[src/rtl/sort_pkg.sv]
// Shared definitions for the sort pipeline and its unloader.
// Latency: n/a (types and constants only).
// Backpressure: n/a.
package sort_pkg;

    // Default geometry of the sort pipeline: element width and elements per vector.
    localparam int SORT_WIDTH       = 8;
    localparam int SORT_INDEX       = 8;
    localparam int SORT_INDEX_WIDTH = 3;

    // Unloader control states.
    typedef enum logic {
        IDLE   = 1'b0,
        STREAM = 1'b1
    } unload_state_t;

endpackage : sort_pkg

[src/rtl/sort_unloader.sv]
// Captures one sorted vector and streams it out one element per beat, ascending or descending.
// Latency: first element valid 1 cycle after capture; sustained 1 element/cycle with no bubble between vectors.
// Backpressure: out_ready stalls the stream; in_ready only opens in IDLE or on the last accepted beat.
//
// Ports:
//   clk, rst          single clock, synchronous active-high reset
//   in_data           sorted vector, element 0 is the minimum
//   in_valid/in_ready capture handshake (in_ready depends combinationally on out_ready)
//   descending        emission order, sampled only at capture
//   out_data/out_idx  current element and its position in the emitted sequence
//   out_valid/out_ready stream handshake; out_last marks the final element
//   busy              a captured vector is still being emitted
module sort_unloader
    import sort_pkg::*;
#(
    parameter int width       = SORT_WIDTH,
    parameter int index       = SORT_INDEX,
    parameter int index_width = SORT_INDEX_WIDTH
) (
    input  logic                          clk,
    input  logic                          rst,
    input  logic [0:index-1][width-1:0]   in_data,
    input  logic                          in_valid,
    output logic                          in_ready,
    input  logic                          descending,
    output logic [width-1:0]              out_data,
    output logic                          out_valid,
    input  logic                          out_ready,
    output logic [index_width-1:0]        out_idx,
    output logic                          out_last,
    output logic                          busy
);

    localparam logic [index_width-1:0] LAST_IDX = index_width'(index - 1);

    unload_state_t                 state_q;
    unload_state_t                 state_d;
    logic [index_width-1:0]        cnt_q;
    logic [0:index-1][width-1:0]   buf_q;
    logic                          desc_q;

    logic                          capture;
    logic                          xfer;
    logic [index_width-1:0]        sel_idx;

    // ------------------------------------------------------------------
    // FSM: next state and handshake outputs
    // ------------------------------------------------------------------
    always_comb begin
        state_d   = state_q;
        out_valid = 1'b0;
        out_last  = 1'b0;
        in_ready  = 1'b0;
        capture   = 1'b0;
        xfer      = 1'b0;

        case (state_q)
            IDLE: begin
                in_ready = 1'b1;
                capture  = in_valid;
                if (capture) begin
                    state_d = STREAM;
                end
            end
            STREAM: begin
                out_valid = 1'b1;
                out_last  = (cnt_q == LAST_IDX);
                xfer      = out_ready;
                // The holding buffer frees up exactly as its last element leaves,
                // so a waiting vector can be loaded in that same cycle.
                in_ready  = out_last && out_ready;
                capture   = in_valid && in_ready;
                if (xfer && out_last && !capture) begin
                    state_d = IDLE;
                end
            end
            default: begin
                state_d = IDLE;
            end
        endcase
    end

    always_ff @(posedge clk) begin
        if (rst) begin
            state_q <= IDLE;
        end else begin
            state_q <= state_d;
        end
    end

    // ------------------------------------------------------------------
    // Holding buffer, captured order and beat counter
    // ------------------------------------------------------------------
    always_ff @(posedge clk) begin
        if (rst) begin
            buf_q  <= '0;
            desc_q <= 1'b0;
            cnt_q  <= '0;
        end else begin
            if (capture) begin
                buf_q  <= in_data;
                desc_q <= descending;
                cnt_q  <= '0;
            end else if (xfer) begin
                // Last beat without a new capture returns to IDLE; counter
                // is cleared so out_idx reads 0 while idle.
                cnt_q <= out_last ? '0 : cnt_q + index_width'(1);
            end
        end
    end

    // ------------------------------------------------------------------
    // Output mux
    // ------------------------------------------------------------------
    assign sel_idx = desc_q ? (LAST_IDX - cnt_q) : cnt_q;

    always_comb begin
        out_data = '0;
        if (state_q == STREAM) begin
            out_data = buf_q[sel_idx];
        end
    end

    assign out_idx = cnt_q;
    assign busy    = (state_q == STREAM);

endmodule : sort_unloader

[config.mk]
export PLATFORM = sky130hd
export DESIGN_NAME = sort_unloader
export DESIGN_NICKNAME = d
export VERILOG_FILES = /design/src/rtl/sort_pkg.sv /design/src/rtl/sort_unloader.sv
export SDC_FILE = /design/constraint.sdc
export NUM_CORES = 1
export LEC_CHECK = 0
export ABC_AREA = 0
export BUFFER_PORTS_ARGS = -buffer_cell sky130_fd_sc_hd__clkbuf_2
export CAP_MARGIN = 5
export CELL_PAD_IN_SITES_DETAIL_PLACEMENT = 1
export CELL_PAD_IN_SITES_GLOBAL_PLACEMENT = 1
export CORE_MARGIN = 3
export CORE_UTILIZATION = 37
export CTS_BUF_LIST = sky130_fd_sc_hd__clkbuf_8
export CTS_CLUSTER_DIAMETER = 50
export DETAILED_ROUTE_END_ITERATION = 8
export PLACE_DENSITY = 0.85
export SETUP_SLACK_MARGIN = 0.02
export SLEW_MARGIN = 40
export SYNTH_ARGS = -nofsm -noshare
export SYNTH_HDL_FRONTEND = slang
export SYNTH_SLANG_ARGS = --single-unit
[constraint.sdc]
create_clock -name clk -period 1.7 [get_ports clk]
set_clock_uncertainty 0.1 [all_clocks]
set_input_delay 0.085 -clock clk [delete_from_list [all_inputs] [get_ports clk]]
set_output_delay 0.085 -clock clk [all_outputs]
set_load 0.005 [all_outputs]
==> impl_metrics.json, run 1 <==
{
  "synth.largest_area_cell": "dfxtp_1",
  "synth_nets": 533,
  "error": "[ERROR GRT-0232] Routing congestion too high. Check the congestion heatmap in the GUI.",
  "synth-seq-cells": 69,
  "rows": 35,
  "globalplace.congestion": 0.811,
  "grt_antenna_before_repair": 4,
  "synth_area_mm2": 0.00362,
  "syn_avg_cell_area_um2": 7.84,
  "synth_area_leaders": "dfxtp_1 (38%), nand2_1 (14%), a21oi_1 (9.7%), mux2i_1 (4.4%), o211ai_1 (2.9%)",
  "run_status": "did not finish",
  "synth_top_area_share_pct": 38.1,
  "start_util_pct": 38.7,
  "seq_area_frac_synth_pct": 38.1,
  "synth-async-reset-ratio_pct": 0,
  "synthCells": 462,
  "dp_hpwl_um": 8780,
  "crit_endpoint": "out_data[1]",
  "cts_root_buf": "clkbuf_8",
  "synth_flop_cell": "dfxtp_1",
  "synth_common_cells": "nand2_1 (134), a21oi_1 (70), dfxtp_1 (69)",
  "ioPinCount": 84,
  "grt_max_degree": 70,
  "die_w_um": 105,
  "worst_endpoint_kind": "output port",
  "yosys_warnings": 0,
  "die_y_um": 105,
  "synth_cell_type_count": 39,
  "track_usage_pct": 81.6,
  "lastStage": "global routing",
  "io_buffer_count": 83,
  "yosysMostFrequentCell": "nand2_1",
  "grt_overflow": 228,
  "cts_num_sinks": 69,
  "cts_max_path_buffers": 2,
  "cts-htree-levels": 3,
  "synth-edff-count": 0,
  "cts_buffers": 9
}
[what timing repair did]
| item | 4_1_cts |
|---|---|
| setup buffers | 33 |
| endpoints found under the setup margin | 78 |
| resized for setup | 200 |
| hold buffers | 66 |
| pin swaps | 91 |
| gates cloned | 19 |
| endpoints found under the hold margin | 66 |
[per-stage QoR]
step	hold WS, ns	worst slack, ns	area, µm²	util [%]	cells
floorplan	0.114	-0.0256	3670	-	462
global placement	0.210	-0.166	4320	46.1	666
detailed placement	0.219	-0.261	4320	46.1	666
CTS	0.135	-0.435	6650	71.0	799
[per-layer routing]
layer | GRT usage (%) | GRT overflow
met1 | 83.0 | 0
met2 | 96.3 | 128
met3 | 65.7 | 0
met4 | 86.1 | 100
met5 | 12.9 | 0
[cell families after synthesis]
family / count (synthesis) / share of synthesized area [%]
XOR/XNOR: 1 / 0.449
AND/OR/NAND/NOR: 188 / 23.9
multiplexers: 20 / 6.91
AO/OA/AOI/OAI: 138 / 22.6
buffers and inverters: 44 / 7.36
adder cells (fa/ha/maj): 2 / 0.691
flip-flops: 69 / 38.1
==> run 2: changes to the inputs <==
==> config.mk (replaced) <==
export PLATFORM = sky130hd
export DESIGN_NAME = sort_unloader
export DESIGN_NICKNAME = d
export VERILOG_FILES = /design/src/rtl/sort_pkg.sv /design/src/rtl/sort_unloader.sv
export SDC_FILE = /design/constraint.sdc
export NUM_CORES = 1
export LEC_CHECK = 0
export ABC_AREA = 0
export BUFFER_PORTS_ARGS = -buffer_cell sky130_fd_sc_hd__clkbuf_2
export CAP_MARGIN = 5
export CORE_MARGIN = 3
export CORE_UTILIZATION = 35
export DETAILED_ROUTE_END_ITERATION = 8
export PLACE_DENSITY_LB_ADDON = 0.15
export SLEW_MARGIN = 40
export SYNTH_ARGS = -nofsm -noshare
export SYNTH_HDL_FRONTEND = slang
export SYNTH_SLANG_ARGS = --single-unit
==> constraint.sdc (replaced) <==
create_clock -name clk -period 2.2 [get_ports clk]
set_clock_uncertainty 0.1 [all_clocks]
set_input_delay 0.11 -clock clk [delete_from_list [all_inputs] [get_ports clk]]
set_output_delay 0.11 -clock clk [all_outputs]
set_load 0.005 [all_outputs]
==> impl_metrics.json, run 2 <==
{
  "run_status": "complete, no violations",
  "synth_area_mm2": 0.00362,
  "first_pass_iters": 4,
  "cp-end-kind": "output pin",
  "core_mm2": 0.00991,
  "n_fill_cell": 975,
  "globalplace.congestion": 0.832,
  "final_common_cell": "nand2_1",
  "nets": 673,
  "arrival_ns": 1.93,
  "routedWlPerCell_um": 14.8,
  "cts_max_path_buffers": 2,
  "relSlewSlack_pct": 55.6,
  "syn2layout_area_growth_pct": 44.2,
  "cts_num_sinks": 69,
  "p_switching_uw": 760,
  "rows": 36,
  "place_ws_ns": 0.153,
  "fin_area_mm2": 0.00523,
  "clk_latency_ns": 0.35,
  "seq_power_share_pct": 45.6,
  "clockPowerShare_pct": 38.2,
  "fin_ws_ns": 0.0603,
  "wl_met1_um": 5190,
  "cts_tree": "done",
  "final.min_clock_period_ns": 2.14,
  "vias": 3677,
  "routed-wl-met2_um": 4940,
  "largest_reg_flops": 64,
  "cts_buffers": 9,
  "synthCells": 462,
  "final_cell_mix": "nand2_1 (133), clkbuf_2 (82), a21oi_1 (70)",
  "synth-edff-count": 0,
  "grt_overflow": 0,
  "synth-async-reset-ratio_pct": 0,
  "die_w_um": 108,
  "die_area_mm2": 0.0116,
  "grt_max_degree": 66,
  "synth_top_area_share_pct": 38.1,
  "path_max_fanout": 7,
  "p_int_uw": 2280,
  "cts.reportedPaths.clkPinSlew_ns": 0.07,
  "period_share_pct": 97.3,
  "cts-htree-levels": 3,
  "yosys_warnings": 0,
  "ioPinCount": 84,
  "track_usage_pct": 18.4,
  "crit_type": "register to output pin",
  "io_buffer_count": 83,
  "fmax_mhz": 467,
  "fin_util_pct": 52.7,
  "antenna_cells": 0,
  "synth.largest_area_cell": "dfxtp_1",
  "worstSetupStartpointType": "register",
  "synth-seq-cells": 69,
  "routed_wl_um": 10900,
  "seq_area_frac_synth_pct": 38.1,
  "p_total_uw": 3040,
  "synth_cell_type_count": 39,
  "switching_share_pct": 25.0,
  "regMostFlops": "buf_q",
  "dp_hpwl_um": 7220,
  "power.density_mw_per_mm2": 581,
  "drv_slew": 0,
  "synth_common_cells": "nand2_1 (134), a21oi_1 (70), dfxtp_1 (69)",
  "cts_root_buf": "clkbuf_8",
  "yosysMostFrequentCell": "nand2_1",
  "setup_violations": 0,
  "power.static_leakage_uw": 0.00205,
  "rsz0062_at_grt": "yes",
  "start_util_pct": 36.6,
  "drive_above_1_share_pct": 24.1,
  "cp.required_ns": 1.99,
  "ant_nets": 0,
  "tns_ns": 0,
  "drc_errors": 0,
  "top_layer_used": "met4",
  "syn_avg_cell_area_um2": 7.84,
  "drt_iter0_drc": 205,
  "grt_antenna_before_repair": 0,
  "grt_first_pass_wirelength_um": 16800,
  "synth_flop_cell": "dfxtp_1",
  "hp-class": "primary input to register",
  "max_cap_viol_count": 0,
  "worstMarginPinSlew_ns": 0.666,
  "comb_power_share_pct": 16.2,
  "die_y_um": 108,
  "place_area_mm2": 0.00408,
  "viasPerCell": 4.97,
  "synth_nets": 533,
  "wl_met3_um": 708,
  "ir_worst_vdd_uv": 367,
  "synth_area_leaders": "dfxtp_1 (38%), nand2_1 (14%), a21oi_1 (9.7%), mux2i_1 (4.4%), o211ai_1 (2.9%)",
  "grt_pass1_vias": 3367,
  "finalHoldViolations": 0
}
-- run 2: area by class of cell --
cell class	instances	area [µm²]	area share (%)
sequential	69	1390	26.7
clock buffer	12	155	2.97
inverter	2	7.51	0.144
clock inverter	4	70.1	1.34
tap	133	166	3.18
timing repair buffer	171	1370	26.3
multi-input combinational	349	2060	39.4
-- run 2: kinds of logic after synthesis --
group | count (synthesis) | share of synthesized area [%]
flops | 69 | 38.1
mux | 20 | 6.91
compound gates | 138 | 22.6
buf+inv | 44 | 7.36
fa+ha+maj | 2 | 0.691
xor+xnor | 1 | 0.449
simple gates | 188 | 23.9
-- run 2: critical path: stages, from the launching register on --
cell and delay [ns]:
dfxtp_4 0.44, buf_12 0.15, xor2_4 0.17, o31ai_2 0.10
o22a_1 0.22, a311oi_2 0.33, buf_2 0.17
-- run 2: path summary, 6_finish.rpt --
path                      end  slack [ns]  startpoint  cells past startpoint
setup reg to reg       desc_q        0.25  out_idx[0]                      7
hold / removal           busy        0.04   out_ready                      3
setup / recovery  out_data[6]        0.06  out_idx[0]                      6
hold reg to reg     buf_q[53]        0.36   buf_q[53]                      2
-- run 2: what timing repair did --
item / CTS / global route
gates cloned: 1 / 3
buffers inserted: 0 / 7
pin swaps: 1 / 6
setup endpoints to repair: 7 / 8
resized for setup: 8 / 22
hold buffers: 66 / 0
hold endpoints to repair: 66 / 0
-- run 2: power groups by stage --
| stage | Sequential [µW] | Combinational (µW) | Clock [µW] |
|---|---|---|---|
| after global routing | 1390 | 547 | 1240 |
| after global placement | 1410 | 363 | 0 |
| after CTS | 1380 | 472 | 1190 |
| after detailed placement | 1410 | 369 | 0 |
| after floorplan | 1380 | 252 | 0 |
| final | 1380 | 492 | 1160 |
-- run 2: metrics by stage --
| step | hold WS (ns) | std cells |
|---|---|---|
| after global placement | 0.233 | 647 |
| after global routing | 0.0639 | 740 |
| after floorplan | 0.139 | 462 |
| final | 0.0363 | 740 |
| after CTS | 0.0245 | 730 |
| after detailed placement | 0.237 | 647 |
-- run 2: metal layers --
layer / GRT usage (%) / vias up
met4: 5.68 / 0
li1: - / 1902
met3: 3.12 / 8
met2: 28.5 / 101
met1: 26.2 / 1666
met5: 0 / -
(Power assumes the default switching activity.)
==> run 3: changes to the inputs <==
--- a/config.mk
+++ b/config.mk
@@ -6,11 +6,11 @@
 export NUM_CORES = 1
 export LEC_CHECK = 0
 export ABC_AREA = 0
-export BUFFER_PORTS_ARGS = -buffer_cell sky130_fd_sc_hd__clkbuf_2
 export CAP_MARGIN = 5
 export CORE_MARGIN = 3
 export CORE_UTILIZATION = 35
 export DETAILED_ROUTE_END_ITERATION = 8
+export DONT_BUFFER_PORTS = 1
 export PLACE_DENSITY_LB_ADDON = 0.15
 export SLEW_MARGIN = 40
 export SYNTH_ARGS = -nofsm -noshare
==> constraint.sdc (replaced) <==
create_clock -name clk -period 2.2 [get_ports clk]
set_clock_uncertainty 0.1 [all_clocks]
set_input_delay 0.22 -clock clk [delete_from_list [all_inputs] [get_ports clk]]
set_output_delay 0.22 -clock clk [all_outputs]
set_load 0.005 [all_outputs]
==> impl_metrics.json, run 3 (synthesis results as in run 2) <==
{
  "place_ws_ns": 0.0999,
  "grt_first_pass_wirelength_um": 17400,
  "setup_violations": 4,
  "core_mm2": 0.00991,
  "io_buffer_count": 0,
  "cts_root_buf": "clkbuf_8",
  "hp-class": "primary input to register",
  "arrival_ns": 1.96,
  "violations": "setup timing",
  "cp-end-kind": "output pin",
  "globalplace.congestion": 0.793,
  "r2r-end": "buf_q[41]",
  "cts_buffers": 9,
  "met3_usage_pct": 4.02,
  "run_status": "finished with violations",
  "drt_iter0_drc": 273,
  "rows": 36,
  "power.static_leakage_uw": 0.00183,
  "multi_input_area_mm2": 0.00212,
  "largest_reg_flops": 64,
  "track_usage_pct": 19.0,
  "crit_type": "register to output pin",
  "cts_tree": "done",
  "nets": 614,
  "worstMarginPinSlew_ns": 0.430,
  "drv_slew": 0,
  "n_fill_cell": 979,
  "grt_overflow": 0,
  "dp_cells": 581,
  "period_share_pct": 104,
  "final_common_cell": "nand2_1",
  "die_area_mm2": 0.0116,
  "grtUsageMet2_pct": 27.9,
  "first_pass_iters": 5,
  "routedWlPerCell_um": 17.8,
  "grt_pass1_vias": 3378,
  "fin_ws_ns": -0.0813,
  "finalHoldViolations": 0,
  "cts.reportedPaths.clkPinSlew_ns": 0.08,
  "die_w_um": 108,
  "holdWs_ns": 0.0221,
  "die_y_um": 108,
  "cts-htree-levels": 3,
  "vias": 3577,
  "fmax_mhz": 438,
  "worstSetupStartpointType": "register",
  "cp.required_ns": 1.88,
  "drive_above_1_share_pct": 17.9,
  "grt-busiest-layer": "met2",
  "ioPinCount": 84,
  "start_util_pct": 36.6,
  "rsz0062_at_grt": "yes",
  "syn2layout_area_growth_pct": 40.4,
  "critPathLaunch": "out_idx[1]",
  "use_met1_pct": 27.9,
  "viasPerCell": 5.25,
  "crit_end": "out_data[4]",
  "relSlewSlack_pct": 71.3,
  "r2r_start": "out_idx[1]",
  "grt_max_degree": 70,
  "clk_latency_ns": 0.34,
  "drc_errors": 0,
  "ir_worst_vdd_uv": 312,
  "dp_hpwl_um": 6930,
  "ant_nets": 0,
  "reg2reg_depth": 9,
  "grt_antenna_before_repair": 0,
  "final_cell_mix": "nand2_1 (133), a21oi_1 (70), dfxtp_1 (66), dlygate4sd3_1 (66), buf_4 (27)",
  "regMostFlops": "buf_q",
  "seq_area_mm2": 0.00139,
  "power.density_mw_per_mm2": 576,
  "final.min_clock_period_ns": 2.28,
  "reg2reg_slack_ns": 0.07,
  "routed_wl_um": 12100,
  "path_max_fanout": 7,
  "finalNonFillerCells": 681,
  "cts_num_sinks": 69,
  "antenna_cells": 0,
  "cts_max_path_buffers": 2,
  "max_cap_viol_count": 0
}
run 3: cell count changes in the layout (fill, tap and decap cells not counted), moves of 3 or more:
cell and delta:
clkbuf_2 -82, buf_4 +15, a22oi_1 -6, a22oi_2 +6, buf_6 +6, clkinvlp_4 +3
run 3: where the power goes:
group	leakage (µW)	switching, µW	total [µW]	internal (µW)
Combinational	0.00117	248	509	261
Clock	0.0000918	519	1050	527
Sequential	0.000568	61.7	1380	1320
run 3: final cells by class:
type	count	area share, %
clock buffers	9	2.44
flip-flops and latches	69	27.4
repair buffers	112	23.7
well taps	133	3.27
inverters	2	0.148
clock inverters	7	1.48
multi-input cells	349	41.6
run 3: worst min-delay path by stage:
stage	from	to	slack [ns]	cells after the start
CTS	out_ready	busy	0.03	2
global route	out_ready	busy	0.02	2
detailed placement	rst	buf_q[60]	0.20	1
finish	out_ready	busy	0.02	2
global placement	rst	buf_q[0]	0.20	1
floorplan	in_valid	busy	0.25	2
run 3: worst max-delay path: stages, from the launching register on:
cell and delay [ns]:
dfxtp_4 0.46, buf_8 0.16, xor2_4 0.17, o31ai_1 0.09, o22a_1 0.24, a311oi_2 0.24
buf_4 0.16, buf_4 0.10
run 3: timing repair:
action | CTS | global route
resized for setup | 25 | 24
setup endpoints to repair | 8 | 76
pin swaps | 7 | 11
gates cloned | 1 | 6
buffers inserted | 2 | 8
hold buffers | 67 | 0
endpoints found under the hold margin | 69 | 0
run 3: routing by layer:
metal / part of all wire, % / vias to the layer above
li1: - / 1787
met1: 51 / 1678
met2: 43 / 103
met3: 5.2 / 9
met4: 0.90 / 0
met5: 0 / -
run 3: per-stage QoR:
stage / instance area (µm²) / util (%) / setup TNS (ns) / total power [µW]
detailed placement: 3800 / 38.3 / 0 / 1710
global route: 5090 / 51.3 / -0.838 / 3070
global placement: 3800 / 38.3 / 0 / 1700
finish: 5090 / 51.3 / -0.249 / 2930
floorplan: 3620 / - / 0 / 1630
CTS: 4790 / 48.3 / -0.116 / 2890
==> run 4: changes to the inputs <==
--- a/config.mk
+++ b/config.mk
@@ -7,11 +7,10 @@
 export LEC_CHECK = 0
 export ABC_AREA = 0
 export CAP_MARGIN = 5
-export CORE_MARGIN = 3
+export CORE_MARGIN = 10
 export CORE_UTILIZATION = 35
 export DETAILED_ROUTE_END_ITERATION = 8
 export DONT_BUFFER_PORTS = 1
-export PLACE_DENSITY_LB_ADDON = 0.15
 export SLEW_MARGIN = 40
 export SYNTH_ARGS = -nofsm -noshare
 export SYNTH_HDL_FRONTEND = slang
==> impl_metrics.json, run 4 (synthesis results as in run 2) <==
{
  "setup_violations": 7,
  "first_pass_iters": 5,
  "violations": "setup timing",
  "cts-htree-levels": 3,
  "final_cell_mix": "nand2_1 (133), a21oi_1 (70), dfxtp_1 (66), dlygate4sd3_1 (66), buf_4 (22)",
  "final.min_clock_period_ns": 2.31,
  "drt_iter0_drc": 259,
  "cts_tree": "done",
  "crit_slowest_cell": "dfxtp_4",
  "hold-path-cell-count": 2,
  "cp_top_family": "buffers and inverters",
  "grt_antenna_before_repair": 0,
  "dp_cells": 583,
  "seq_power_share_pct": 43.5,
  "fin_util_pct": 50.7,
  "antenna_cells": 0,
  "period_share_pct": 105,
  "clk_latency_ns": 0.35,
  "grt_overflow": 0,
  "clockPowerShare_pct": 40.5,
  "finalNonFillerCells": 679,
  "syn2layout_area_growth_pct": 42.4,
  "reg2reg_depth": 9,
  "path_cells": "bufbuf_16 > and3b_2 > o21ai_1 > a311oi_2 > buf_4 > buf_6",
  "p_total_uw": 3180,
  "rsz0062_at_grt": "yes",
  "path_buf_inv": 3,
  "core_mm2": 0.0102,
  "power.static_leakage_uw": 0.00187,
  "worstSetupStartpointType": "register",
  "cts_root_buf": "clkbuf_8",
  "drv_slew": 0,
  "fin_ws_ns": -0.107,
  "worstSetupPathDepth": 6,
  "globalplace.congestion": 0.835,
  "routed_wl_um": 12200,
  "grt_pass1_vias": 3517,
  "regMostFlops": "buf_q",
  "run_status": "finished with violations",
  "p_switching_uw": 811,
  "routedWlPerCell_um": 18.0,
  "dp_hpwl_um": 7690,
  "comb_power_share_pct": 16.0,
  "power.density_mw_per_mm2": 617,
  "cp.required_ns": 1.88,
  "largest_reg_flops": 64,
  "worstMarginPinSlew_ns": 0.469,
  "final_common_cell": "nand2_1",
  "cts_num_sinks": 69,
  "ant_nets": 0,
  "cpPeakStageDelay_ns": 0.44,
  "rows": 37,
  "hp-class": "primary input to register",
  "relSlewSlack_pct": 68.7,
  "finalHoldViolations": 0,
  "die_area_mm2": 0.0148,
  "start_util_pct": 35.6,
  "switching_share_pct": 25.5,
  "nets": 609,
  "cts_max_path_buffers": 2,
  "ir_worst_vdd_uv": 314,
  "track_usage_pct": 15.4,
  "vias": 3696,
  "arrival_ns": 1.99,
  "drive_above_1_share_pct": 16.4,
  "fmax_mhz": 433,
  "cp-end-kind": "output pin",
  "die_y_um": 122,
  "path_max_fanout": 7,
  "ioPinCount": 84,
  "cts_buffers": 9,
  "viasPerCell": 5.44,
  "cts.reportedPaths.clkPinSlew_ns": 0.07,
  "p_int_uw": 2370,
  "io_buffer_count": 0,
  "crit_type": "register to output pin",
  "drc_errors": 0,
  "max_cap_viol_count": 0,
  "grt_max_degree": 70,
  "die_w_um": 122,
  "grt_first_pass_wirelength_um": 18400
}
run 4: repair_timing:
action                                  4_1_cts  5_1_grt
hold buffers                                 67        0
endpoints found under the hold margin        69        0
endpoints found under the setup margin        8       74
resized for setup                            30       18
buffers inserted                              7        0
pin swaps                                    14        3
cloned                                        3        4
run 4: final cells by class:
class,count,area (µm²)
Multi-Input combinational cell,349,2100
Fill cell,987,5030
Sequential cell,69,1390
Inverter,2,7.51
Clock inverter,6,109
Clock buffer,10,138
Tap cell,136,170
Timing Repair Buffer,107,1240
run 4: per-layer routing:
metal  share of wire, %  GRT usage (%)  vias to the layer above
li1                   -              -                     1779
met1                 46           20.6                     1777
met2                 46           23.0                      124
met3                5.9           3.79                       16
met4                2.0           6.41                        0
met5                  0              0                        -
run 4: final timing paths:
check        slack (ns)  startpoint     endpoint
max               -0.11  out_idx[0]  out_data[5]
min                0.02   out_ready         busy
max reg2reg        0.10  out_idx[1]    buf_q[32]
min reg2reg        0.37   buf_q[32]    buf_q[32]
run 4: through the flow:
step / TNS, ns / cell area (µm²) / setup slack, ns / hold WS, ns
final: -0.465 / 5160 / -0.107 / 0.0174
after global routing: -0.993 / 5160 / -0.183 / 0.0148
after CTS: -0.413 / 4990 / -0.0756 / 0.0356
after detailed placement: 0 / 3820 / 0.0612 / 0.202
after global placement: 0 / 3820 / 0.0950 / 0.199
after floorplan: 0 / 3620 / 0.322 / 0.249
run 4: power by group through the flow:
stage	combinational (µW)	sequential, µW	clock [µW]
5_1_grt	554	1390	1360
3_3_place_gp	295	1410	0
2_1_floorplan	252	1380	0
3_5_place_dp	301	1410	0
4_1_cts	456	1380	1310
6_report	509	1380	1290
